<file path="config.mk">
export PLATFORM = sky130hd
export DESIGN_NAME = sdram_port_arbiter_flat
export DESIGN_NICKNAME = d
export VERILOG_FILES = /design/src/rtl/sdram_port_arbiter_if.sv /design/src/rtl/sdram_port_arbiter.sv /design/src/flat_wrapper.sv
export SDC_FILE = /design/constraint.sdc
export NUM_CORES = 2
export LEC_CHECK = 0
export BUFFER_PORTS_ARGS = -buffer_cell sky130_fd_sc_hd__buf_2
export CAP_MARGIN = 10
export CORE_AREA = 2 2 668 670
export DETAILED_ROUTE_END_ITERATION = 8
export DIE_AREA = 0 0 670 672
export PLACE_DENSITY_LB_ADDON = 0.15
export SLEW_MARGIN = 15
export SYNTH_ARGS = -nofsm -noshare
export SYNTH_HDL_FRONTEND = slang
export SYNTH_SLANG_ARGS = --single-unit
</file>
<file path="constraint.sdc">
create_clock -name sdram_clk -period 78.4 [get_ports sdram_clk]
set_input_delay 23.52 -clock sdram_clk [delete_from_list [all_inputs] [get_ports sdram_clk]]
set_output_delay 23.52 -clock sdram_clk [all_outputs]
set_load 0.1 [all_outputs]
</file>
<file path="src/rtl/sdram_port_arbiter_if.sv">
// Bundle of the CPU cache port, the VGA fetch port and the SDRAM controller
// command/read port handled by sdram_port_arbiter.
//
// Handshake rules, all in the sdram_clk domain:
//   - cpu_req / vga_req are levels held by the master until its one-cycle ack.
//   - mem_ren / mem_wen fire for exactly one cycle, and only in a cycle where
//     mem_ready is high. mem_addr/mem_len/mem_mask/mem_wdata stay stable from
//     the cycle before the command until the burst ends.
//   - Read words arrive on mem_rdata qualified by mem_rvalid. mem_done pulses
//     once to end the burst and may coincide with the last mem_rvalid.
interface sdram_port_arbiter_if;
    logic         cpu_req;
    logic         cpu_we;
    logic [31:0]  cpu_addr;
    logic [3:0]   cpu_len;
    logic [3:0]   cpu_mask;
    logic [511:0] cpu_wdata;
    logic [511:0] cpu_rdata;
    logic         cpu_ack;

    logic         vga_req;
    logic [31:0]  vga_addr;
    logic [31:0]  vga_rdata;
    logic         vga_rvalid;
    logic         vga_ack;

    logic         mem_ren;
    logic         mem_wen;
    logic [31:0]  mem_addr;
    logic [7:0]   mem_len;
    logic [3:0]   mem_mask;
    logic [511:0] mem_wdata;
    logic         mem_ready;
    logic [31:0]  mem_rdata;
    logic         mem_rvalid;
    logic         mem_done;

    // Arbiter side
    modport slave (
        input  cpu_req, cpu_we, cpu_addr, cpu_len, cpu_mask, cpu_wdata,
        output cpu_rdata, cpu_ack,
        input  vga_req, vga_addr,
        output vga_rdata, vga_rvalid, vga_ack,
        output mem_ren, mem_wen, mem_addr, mem_len, mem_mask, mem_wdata,
        input  mem_ready, mem_rdata, mem_rvalid, mem_done
    );

    // Masters and controller side
    modport master (
        output cpu_req, cpu_we, cpu_addr, cpu_len, cpu_mask, cpu_wdata,
        input  cpu_rdata, cpu_ack,
        output vga_req, vga_addr,
        input  vga_rdata, vga_rvalid, vga_ack,
        input  mem_ren, mem_wen, mem_addr, mem_len, mem_mask, mem_wdata,
        output mem_ready, mem_rdata, mem_rvalid, mem_done
    );
endinterface

</file>
<file path="src/rtl/sdram_port_arbiter.sv">
// Shares the SDRAM controller request port between the CPU cache line port
// and the VGA framebuffer fetcher. VGA has priority, limited by a streak
// counter so a pending CPU request is served after VGA_MAX_STREAK VGA bursts.
// CPU read words are packed into a 512-bit line; VGA words stream through
// with one cycle of latency. A burst without mem_done for DONE_TIMEOUT cycles
// is abandoned and still acknowledged.
// Optional: define SDRAM_ARB_STATS_EN to add grant/wait/timeout statistics.
module sdram_port_arbiter #(
    parameter int VGA_MAX_STREAK = 4,
    parameter int VGA_BURST_LEN  = 15,
    parameter int DONE_TIMEOUT   = 1023
) (
    input  logic                  sdram_clk,
    input  logic                  reset,
    sdram_port_arbiter_if.slave   bus,
    output logic [1:0]            dbg_state,
    output logic                  dbg_abort
`ifdef SDRAM_ARB_STATS_EN
    ,
    output logic [31:0]           stat_vga_grants,
    output logic [31:0]           stat_cpu_grants,
    output logic [15:0]           stat_cpu_wait_max,
    output logic [15:0]           stat_timeouts
`endif
);
    typedef enum logic [1:0] {
        S_IDLE  = 2'd0,
        S_ISSUE = 2'd1,
        S_BUSY  = 2'd2,
        S_DONE  = 2'd3
    } state_t;

    localparam int SW = $clog2(VGA_MAX_STREAK + 1);
    localparam int TW = $clog2(DONE_TIMEOUT + 1);
    localparam logic [SW-1:0] STREAK_MAX   = SW'(VGA_MAX_STREAK);
    localparam logic [TW-1:0] TIMEOUT_LAST = TW'(DONE_TIMEOUT - 1);

    state_t         state, state_nxt;
    logic           grant_vga, is_write, abort;
    logic [3:0]     cpu_len_q;
    logic [SW-1:0]  streak;
    logic [4:0]     word_cnt;
    logic [TW-1:0]  tmo_cnt;
    logic [31:0]    mem_addr_q, vga_rdata_q;
    logic [7:0]     mem_len_q;
    logic [3:0]     mem_mask_q;
    logic [511:0]   mem_wdata_q, cpu_rdata_q;
    logic           vga_rvalid_q, mem_ren_c, mem_wen_c;

    logic cpu_wins, grant_fire, timed_out, timeout_fire, vga_busy, cpu_capture;

    // CPU wins only when VGA is idle or VGA has used up its streak.
    assign cpu_wins     = bus.cpu_req && (!bus.vga_req || streak == STREAK_MAX);
    assign grant_fire   = (state == S_IDLE) && (bus.cpu_req || bus.vga_req);
    assign timed_out    = (tmo_cnt == TIMEOUT_LAST);
    // A mem_done arriving on the last timeout cycle is a normal completion.
    assign timeout_fire = timed_out && ((state == S_ISSUE) ||
                                        (state == S_BUSY && !bus.mem_done));
    assign vga_busy     = (state == S_BUSY) && grant_vga;
    assign cpu_capture  = (state == S_BUSY) && !grant_vga && !is_write && bus.mem_rvalid;

    // State register
    always_ff @(posedge sdram_clk or posedge reset) begin
        if (reset) state <= S_IDLE;
        else       state <= state_nxt;
    end

    // Next state and the one-cycle command strobes
    always_comb begin
        state_nxt = state;
        mem_ren_c = 1'b0;
        mem_wen_c = 1'b0;
        case (state)
            S_IDLE:  if (grant_fire) state_nxt = S_ISSUE;
            S_ISSUE: begin
                // Timeout wins so the counter can never run past its limit.
                if (timed_out) begin
                    state_nxt = S_DONE;
                end else if (bus.mem_ready) begin
                    state_nxt = S_BUSY;
                    mem_ren_c = !is_write;
                    mem_wen_c = is_write;
                end
            end
            S_BUSY:  if (bus.mem_done || timed_out) state_nxt = S_DONE;
            S_DONE:  state_nxt = S_IDLE;
            default: state_nxt = S_IDLE;
        endcase
    end

    // Timeout counter runs while a command is issuing or in flight
    always_ff @(posedge sdram_clk or posedge reset) begin
        if (reset)                                     tmo_cnt <= '0;
        else if (state == S_ISSUE || state == S_BUSY)  tmo_cnt <= tmo_cnt + 1'b1;
        else                                           tmo_cnt <= '0;
    end

    // Latch the winner's command fields and update the VGA streak at grant
    always_ff @(posedge sdram_clk or posedge reset) begin
        if (reset) begin
            grant_vga   <= 1'b0;
            is_write    <= 1'b0;
            cpu_len_q   <= '0;
            streak      <= '0;
            mem_addr_q  <= '0;
            mem_len_q   <= '0;
            mem_mask_q  <= '0;
            mem_wdata_q <= '0;
        end else if (grant_fire) begin
            grant_vga <= !cpu_wins;
            if (cpu_wins) begin
                is_write    <= bus.cpu_we;
                cpu_len_q   <= bus.cpu_len;
                streak      <= '0;
                mem_addr_q  <= bus.cpu_addr;
                mem_len_q   <= {4'b0, bus.cpu_len};
                mem_mask_q  <= bus.cpu_mask;
                mem_wdata_q <= bus.cpu_wdata;
            end else begin
                is_write    <= 1'b0;
                mem_addr_q  <= bus.vga_addr;
                mem_len_q   <= 8'(VGA_BURST_LEN);
                mem_mask_q  <= 4'hF;
                mem_wdata_q <= '0;
                if (bus.cpu_req && streak != STREAK_MAX) streak <= streak + 1'b1;
            end
        end
    end

    // Pack CPU read words into the line; words past cpu_len are dropped
    always_ff @(posedge sdram_clk or posedge reset) begin
        if (reset) begin
            cpu_rdata_q <= '0;
            word_cnt    <= '0;
        end else if (grant_fire) begin
            word_cnt <= '0;
            if (cpu_wins) cpu_rdata_q <= '0;
        end else if (cpu_capture) begin
            if (word_cnt <= {1'b0, cpu_len_q})
                cpu_rdata_q[{word_cnt[3:0], 5'd0} +: 32] <= bus.mem_rdata;
            if (word_cnt != 5'd16) word_cnt <= word_cnt + 1'b1;
        end
    end

    // Abort flag marks a burst that ended by timeout; kept until next grant
    always_ff @(posedge sdram_clk or posedge reset) begin
        if (reset)             abort <= 1'b0;
        else if (grant_fire)   abort <= 1'b0;
        else if (timeout_fire) abort <= 1'b1;
    end

    // Registered pass-through of read words during a VGA burst
    always_ff @(posedge sdram_clk or posedge reset) begin
        if (reset) begin
            vga_rvalid_q <= 1'b0;
            vga_rdata_q  <= '0;
        end else begin
            vga_rvalid_q <= vga_busy && bus.mem_rvalid;
            if (vga_busy && bus.mem_rvalid) vga_rdata_q <= bus.mem_rdata;
        end
    end

`ifdef SDRAM_ARB_STATS_EN
    logic [15:0] cpu_wait_cnt;
    logic        cpu_in_service;
    assign cpu_in_service = (state != S_IDLE) && !grant_vga;

    // Grant, wait and timeout statistics
    always_ff @(posedge sdram_clk or posedge reset) begin
        if (reset) begin
            stat_vga_grants   <= '0;
            stat_cpu_grants   <= '0;
            stat_cpu_wait_max <= '0;
            stat_timeouts     <= '0;
            cpu_wait_cnt      <= '0;
        end else begin
            if (grant_fire && !cpu_wins) stat_vga_grants <= stat_vga_grants + 1'b1;
            if (grant_fire && cpu_wins) begin
                stat_cpu_grants <= stat_cpu_grants + 1'b1;
                if (cpu_wait_cnt > stat_cpu_wait_max) stat_cpu_wait_max <= cpu_wait_cnt;
                cpu_wait_cnt <= '0;
            end else if (!bus.cpu_req) begin
                cpu_wait_cnt <= '0;
            end else if (!cpu_in_service && cpu_wait_cnt != 16'hFFFF) begin
                cpu_wait_cnt <= cpu_wait_cnt + 1'b1;
            end
            if (timeout_fire) stat_timeouts <= stat_timeouts + 1'b1;
        end
    end
`endif

    assign bus.mem_ren    = mem_ren_c;
    assign bus.mem_wen    = mem_wen_c;
    assign bus.mem_addr   = mem_addr_q;
    assign bus.mem_len    = mem_len_q;
    assign bus.mem_mask   = mem_mask_q;
    assign bus.mem_wdata  = mem_wdata_q;
    assign bus.cpu_rdata  = cpu_rdata_q;
    assign bus.cpu_ack    = (state == S_DONE) && !grant_vga;
    assign bus.vga_ack    = (state == S_DONE) && grant_vga;
    assign bus.vga_rdata  = vga_rdata_q;
    assign bus.vga_rvalid = vga_rvalid_q;
    assign dbg_state      = state;
    assign dbg_abort      = abort;
endmodule
</file>
<file path="src/flat_wrapper.sv">
// flat-port wrapper written by rule: the top's interface ports become plain ports
module sdram_port_arbiter_flat 
#(
    parameter int VGA_MAX_STREAK = 4,
    parameter int VGA_BURST_LEN  = 15,
    parameter int DONE_TIMEOUT   = 1023
)
  (sdram_clk, reset, dbg_state, dbg_abort, bus_cpu_req, bus_cpu_we, bus_cpu_addr, bus_cpu_len, bus_cpu_mask, bus_cpu_wdata, bus_cpu_rdata, bus_cpu_ack, bus_vga_req, bus_vga_addr, bus_vga_rdata, bus_vga_rvalid, bus_vga_ack, bus_mem_ren, bus_mem_wen, bus_mem_addr, bus_mem_len, bus_mem_mask, bus_mem_wdata, bus_mem_ready, bus_mem_rdata, bus_mem_rvalid, bus_mem_done);
  sdram_port_arbiter_if bus_i ();
  input  logic sdram_clk;
  input  logic reset;
  output logic [1:0] dbg_state;
  output logic dbg_abort;
  input wire logic [$bits(bus_i.cpu_req)-1:0] bus_cpu_req;
  input wire logic [$bits(bus_i.cpu_we)-1:0] bus_cpu_we;
  input wire logic [$bits(bus_i.cpu_addr)-1:0] bus_cpu_addr;
  input wire logic [$bits(bus_i.cpu_len)-1:0] bus_cpu_len;
  input wire logic [$bits(bus_i.cpu_mask)-1:0] bus_cpu_mask;
  input wire logic [$bits(bus_i.cpu_wdata)-1:0] bus_cpu_wdata;
  output wire logic [$bits(bus_i.cpu_rdata)-1:0] bus_cpu_rdata;
  output wire logic [$bits(bus_i.cpu_ack)-1:0] bus_cpu_ack;
  input wire logic [$bits(bus_i.vga_req)-1:0] bus_vga_req;
  input wire logic [$bits(bus_i.vga_addr)-1:0] bus_vga_addr;
  output wire logic [$bits(bus_i.vga_rdata)-1:0] bus_vga_rdata;
  output wire logic [$bits(bus_i.vga_rvalid)-1:0] bus_vga_rvalid;
  output wire logic [$bits(bus_i.vga_ack)-1:0] bus_vga_ack;
  output wire logic [$bits(bus_i.mem_ren)-1:0] bus_mem_ren;
  output wire logic [$bits(bus_i.mem_wen)-1:0] bus_mem_wen;
  output wire logic [$bits(bus_i.mem_addr)-1:0] bus_mem_addr;
  output wire logic [$bits(bus_i.mem_len)-1:0] bus_mem_len;
  output wire logic [$bits(bus_i.mem_mask)-1:0] bus_mem_mask;
  output wire logic [$bits(bus_i.mem_wdata)-1:0] bus_mem_wdata;
  input wire logic [$bits(bus_i.mem_ready)-1:0] bus_mem_ready;
  input wire logic [$bits(bus_i.mem_rdata)-1:0] bus_mem_rdata;
  input wire logic [$bits(bus_i.mem_rvalid)-1:0] bus_mem_rvalid;
  input wire logic [$bits(bus_i.mem_done)-1:0] bus_mem_done;
  assign bus_i.cpu_req = bus_cpu_req;
  assign bus_i.cpu_we = bus_cpu_we;
  assign bus_i.cpu_addr = bus_cpu_addr;
  assign bus_i.cpu_len = bus_cpu_len;
  assign bus_i.cpu_mask = bus_cpu_mask;
  assign bus_i.cpu_wdata = bus_cpu_wdata;
  assign bus_cpu_rdata = bus_i.cpu_rdata;
  assign bus_cpu_ack = bus_i.cpu_ack;
  assign bus_i.vga_req = bus_vga_req;
  assign bus_i.vga_addr = bus_vga_addr;
  assign bus_vga_rdata = bus_i.vga_rdata;
  assign bus_vga_rvalid = bus_i.vga_rvalid;
  assign bus_vga_ack = bus_i.vga_ack;
  assign bus_mem_ren = bus_i.mem_ren;
  assign bus_mem_wen = bus_i.mem_wen;
  assign bus_mem_addr = bus_i.mem_addr;
  assign bus_mem_len = bus_i.mem_len;
  assign bus_mem_mask = bus_i.mem_mask;
  assign bus_mem_wdata = bus_i.mem_wdata;
  assign bus_i.mem_ready = bus_mem_ready;
  assign bus_i.mem_rdata = bus_mem_rdata;
  assign bus_i.mem_rvalid = bus_mem_rvalid;
  assign bus_i.mem_done = bus_mem_done;
  sdram_port_arbiter #(.VGA_MAX_STREAK(VGA_MAX_STREAK), .VGA_BURST_LEN(VGA_BURST_LEN), .DONE_TIMEOUT(DONE_TIMEOUT)) u_core (.sdram_clk(sdram_clk), .reset(reset), .bus(bus_i), .dbg_state(dbg_state), .dbg_abort(dbg_abort));
endmodule
</file>
## Word-level counts from Yosys, hierarchy flattened

Index checks and enable logic that the tools add are counted.

| operators by class | value |
|---|---|
| add/subtract/negate cells | 4 |
| multipliers | 0 |
| divide/modulo/power cells | 0 |
| order comparisons | 1 |
| equality and inequality tests | 11 |
| shift operators | 2 |
| muxes and demuxes | 29 |
| bitwise logic cells | 0 |
| reductions and logical operators | 33 |

Operators by type and width:

| kind | number |
|---|---|
| $mux 512 | 5 |
| $bwmux 512 | 1 |
| $shift 32x11->512 const A | 1 |
| $shiftx 32x11->512 | 1 |
| $mux 32 | 1 |
| $mux 5 | 3 |
| $logic_and 1x1->1 | 12 |
| $neg 9->11 | 1 |
| $add 10x1->10 const B | 1 |
| $eq 10x10->1 const B | 1 |
| $mux 10 | 1 |
| $reduce_bool 2->1 | 5 |
| $mux 1 | 9 |
| $mux 2 | 4 |
| $mux 4 | 2 |
| $pmux 2 s4 | 1 |
| $mux 3 | 2 |
| $reduce_and 2->1 | 3 |
| $reduce_and 3->1 | 2 |
| $add 5x1->5 const B | 1 |
| $le 5x4->1 | 1 |
| $logic_not 1->1 | 5 |
| $logic_or 1x1->1 | 5 |
| $ne 5x5->1 const B | 1 |
| other kinds (9) | 11 |

| storage, ports and cells | value |
|---|---|
| flip-flop bits (word level) | 1128 |
| bits in latches | 0 |
| RAM bits | 0 |
| bits in read-only memories | 0 |
| input bits | 624 |
| output and inout port bits | 1108 |
| word-level logic and storage cells | 95 |
| memories kept | 0 |

## Longest topological paths before layout

| depth | value |
|---|---|
| word-level depth | 6 |
| gate-level depth with buffers | 10 |
| depth with buffers taken out | 7 |

## Least setup slack after synthesis

Ideal clock, no wire load.

| timing path | value |
|---|---|
| path type | in2out |
| start | in bus_mem_ready |
| end | out bus_mem_wen |
| data arrival time | 25.777 ns |
| data required time | 54.880 ns |
| path slack | 29.103 ns |
| stages on the path | 2 |
| buffers on the path | 0 |
| cell sequence | nand2_1 nor3b_1 |

| on the way | value |
|---|---|
| cells in the longest elaborated chain, start to end | 3 |

RTL lines:

| item | line | source |
|---|---|---|
| from (decl) | flat_wrapper.sv:33 | `input wire logic [$bits(bus_i.mem_ready)-1:0] bus_mem_ready;` |
| $mux 1 | sdram_port_arbiter.sv:79 | `end else if (bus.mem_ready) begin` |
| $mux 1 | sdram_port_arbiter.sv:77 | `if (timed_out) begin` |
| $mux 1 | sdram_port_arbiter.sv:73 | `case (state)` |
| to (decl) | flat_wrapper.sv:28 | `output wire logic [$bits(bus_i.mem_wen)-1:0] bus_mem_wen;` |

Every way passes these cells.

## Worst setup path in the final report

Ends and elaborated chain as after synthesis.

==> flow_summary.json <==
{
  "status": "finished clean",
  "drt-initial-drc-count": 2622,
  "synth.most_common_cell": "dfrtp_1",
  "dieWidth_um": 670,
  "via_per_inst": 3.25,
  "grt-ovfl-total": 0,
  "routed_wl_mm": 326,
  "netlist_instances": 2868,
  "relSlewSlack_pct": 22.8,
  "drv_slew": 0,
  "synth_area_per_cell_um2": 14.4,
  "cts.sinks": 1124,
  "setup_slack_ps": 30370,
  "cts_buffer_depth": 4,
  "yosysTopAreaCell": "dfrtp_1",
  "peakVddDrop_mv": 0.0282,
  "cp-start-kind": "primary input",
  "syn_area_um2": 41400,
  "via_count": 34700,
  "critPathMaxFanout": 2,
  "async_reset_ff_share_pct": 100,
  "fin_nets": 5183,
  "arrival_ps": 24510,
  "synth_top_area_share_pct": 67.9,
  "cp.required_ps": 54880,
  "die-area_um2": 450000,
  "n_fill_cell": 50000,
  "clock_skew_ps": 54.0,
  "antenna_found_initial": 183,
  "multiInputGateArea_um2": 11800,
  "root_buffer": "clkbuf_16",
  "critPathCaptureType": "output port",
  "initial_core_util_pct": 9.33,
  "dp_worst_setup_slack_ps": 30360,
  "grt_max_degree": 163,
  "power_mw": 3.19,
  "drt-pass1-iter-count": 6,
  "seqCellArea_um2": 28100,
  "cts_resized": 0,
  "clock.fmax_ghz": 0.0208,
  "fin_setup_tns_ps": 0,
  "drive_gt1_share_pct": 45.7,
  "finalHoldViolCount": 0,
  "drtAntennaViolNets": 0,
  "netlist-cell-type-count": 62,
  "grt_pass1_wl_mm": 413,
  "die_y_um": 672,
  "cts_max_level": 4,
  "tightest_slew_ps": 1160,
  "p_leak_nw": 30.7,
  "cts_tree": "done",
  "synth_top_flop_cell": "dfrtp_1",
  "grt_pass1_vias": 35600,
  "hpwl_mm": 256,
  "cts_hold_buf": 0,
  "io_pins": 1732,
  "clk_pin_slew_ps": 60,
  "synth_seq_area_share_pct": 67.9,
  "numCtsBuffers": 161,
  "ys_ff_latch": 1124,
  "synthToLayoutAreaGrowth_pct": 50.8,
  "postCtsSetupBuffers": 0,
  "io_buffers": 1727,
  "ys_top_cells_by_area": "dfrtp_1, a22o_1, o2bb2ai_1",
  "fin_crit_ps": 48030,
  "drv_cap": 0,
  "gp_congestion": 0.969,
  "critPathKind": "primary input to output port",
  "fin_crit_sh_pct": 61.3,
  "rsz0062_at_grt": "false",
  "cellPowerDensity_nw_per_um2": 51.1,
  "ys_top_cells_by_count": "dfrtp_1, a22o_1, o2bb2ai_1, clkbuf_1, buf_2",
  "setup_viol": 0,
  "worst_hold_slack_ps": 482,
  "drt_drc_violations_left": 0,
  "wl_per_cell_um": 30.5,
  "fp.coreArea_um2": 444000,
  "track_usage_pct": 13.9,
  "yosys_warnings": 0,
  "synth_edf_count": 0,
  "min_path_type": "register to register",
  "rows": 245,
  "clock_latency_ps": 900
}
layout by cell type, fill, tap and decap left out, types with 44 or more instances in the layout:
master	synthesis	routed
a22o_1	705	705
a32o_1	96	96
buf_2	113	1727
buf_4	28	73
clkbuf_16	0	163
clkbuf_8	0	44
dfrtp_1	1124	1124
diode_2	0	83
inv_1	79	78
nand2_1	95	94
o2bb2ai_1	192	192
worst paths after layout:
kind	start	slack (ps)	end	depth (start not counted)
worst max-delay path	bus_mem_ready	30370	bus_mem_wen	4
worst min-delay path	u_core.bus.cpu_rdata[477]$_DFFE_PP0P_	480	u_core.bus.cpu_rdata[477]$_DFFE_PP0P_	1
worst max register to register	u_core.dbg_state[0]$_DFFE_PP0P_	72340	u_core.bus.mem_wdata[347]$_DFFE_PP0P_	10
worst min register to register	u_core.bus.cpu_rdata[477]$_DFFE_PP0P_	480	u_core.bus.cpu_rdata[477]$_DFFE_PP0P_	1
max in group asynchronous	reset	49980	u_core.bus.cpu_rdata[132]$_DFFE_PP0P_	9
min in group asynchronous	reset	22740	u_core.bus.mem_wdata[359]$_DFFE_PP0P_	2
kinds of logic (layout without fill, tap and decap cells):
family          after synthesis  after routing  synth area share (%)
buf+inv                     372           2168                  4.08
fa+ha+maj                    17             17                 0.514
flops                      1124           1124                  67.9
simple gates                187            187                  2.32
mux                          65             65                  1.67
xor+xnor                     10             10                 0.212
compound gates             1092           1092                  23.3
other cells                   1             87               0.00906
sequential cells by signal (all words and copies together), names as in the netlist, 3 cells and up:
name,flops
u_core.bus.cpu_rdata,512
u_core.bus.mem_addr,32
u_core.bus.mem_len,4
u_core.bus.mem_mask,4
u_core.bus.mem_wdata,512
u_core.bus.vga_rdata,32
u_core.cpu_len_q,4
u_core.streak,3
u_core.tmo_cnt,10
u_core.word_cnt,5
per-stage QoR:
stage | cell area, um2 | utilization [%] | std cells
finish | 62400 | 14.1 | 10700
global route | 62400 | 14.1 | 10600
CTS | 62200 | 14.0 | 10600
detailed placement | 56800 | 12.8 | 10300
global placement | 56800 | 12.8 | 10300
floorplan | 41400 | - | 2871
worst max-delay path, cell delays in order:
cell and delay (ps):
buf_2 90, nand2_1 100, nor3b_1 310, buf_2 490
cell type report:
| type | count | area share, % |
|---|---|---|
| multi-input cells | 1375 | 18.9 |
| clock inverters | 45 | 0.910 |
| clock buffers | 243 | 7.72 |
| well taps | 5928 | 11.9 |
| repair buffers | 1801 | 14.8 |
| inverters | 79 | 0.487 |
| diodes | 83 | 0.333 |
| flip-flops and latches | 1124 | 45.1 |
report_power, final:
part,total (mW),leakage [nW],switching [mW],internal (mW)
combinational,1.61,12.9,1.38,0.230
sequential,0.825,15.2,0.112,0.713
clock,0.760,2.63,0.311,0.450
routing by layer:
metal | track usage, % | routed length [um] | up-vias | part of all wire (%)
met4 | 3.29 | 8950 | 130 | 2.7
met1 | 15.0 | 118000 | 18100 | 36
met2 | 26.3 | 175000 | 1518 | 54
met5 | 0 | 792 | - | 0.24
met3 | 4.00 | 22600 | 466 | 6.9
li1 | - | - | 14500 | -
(Power assumes the default switching activity.)
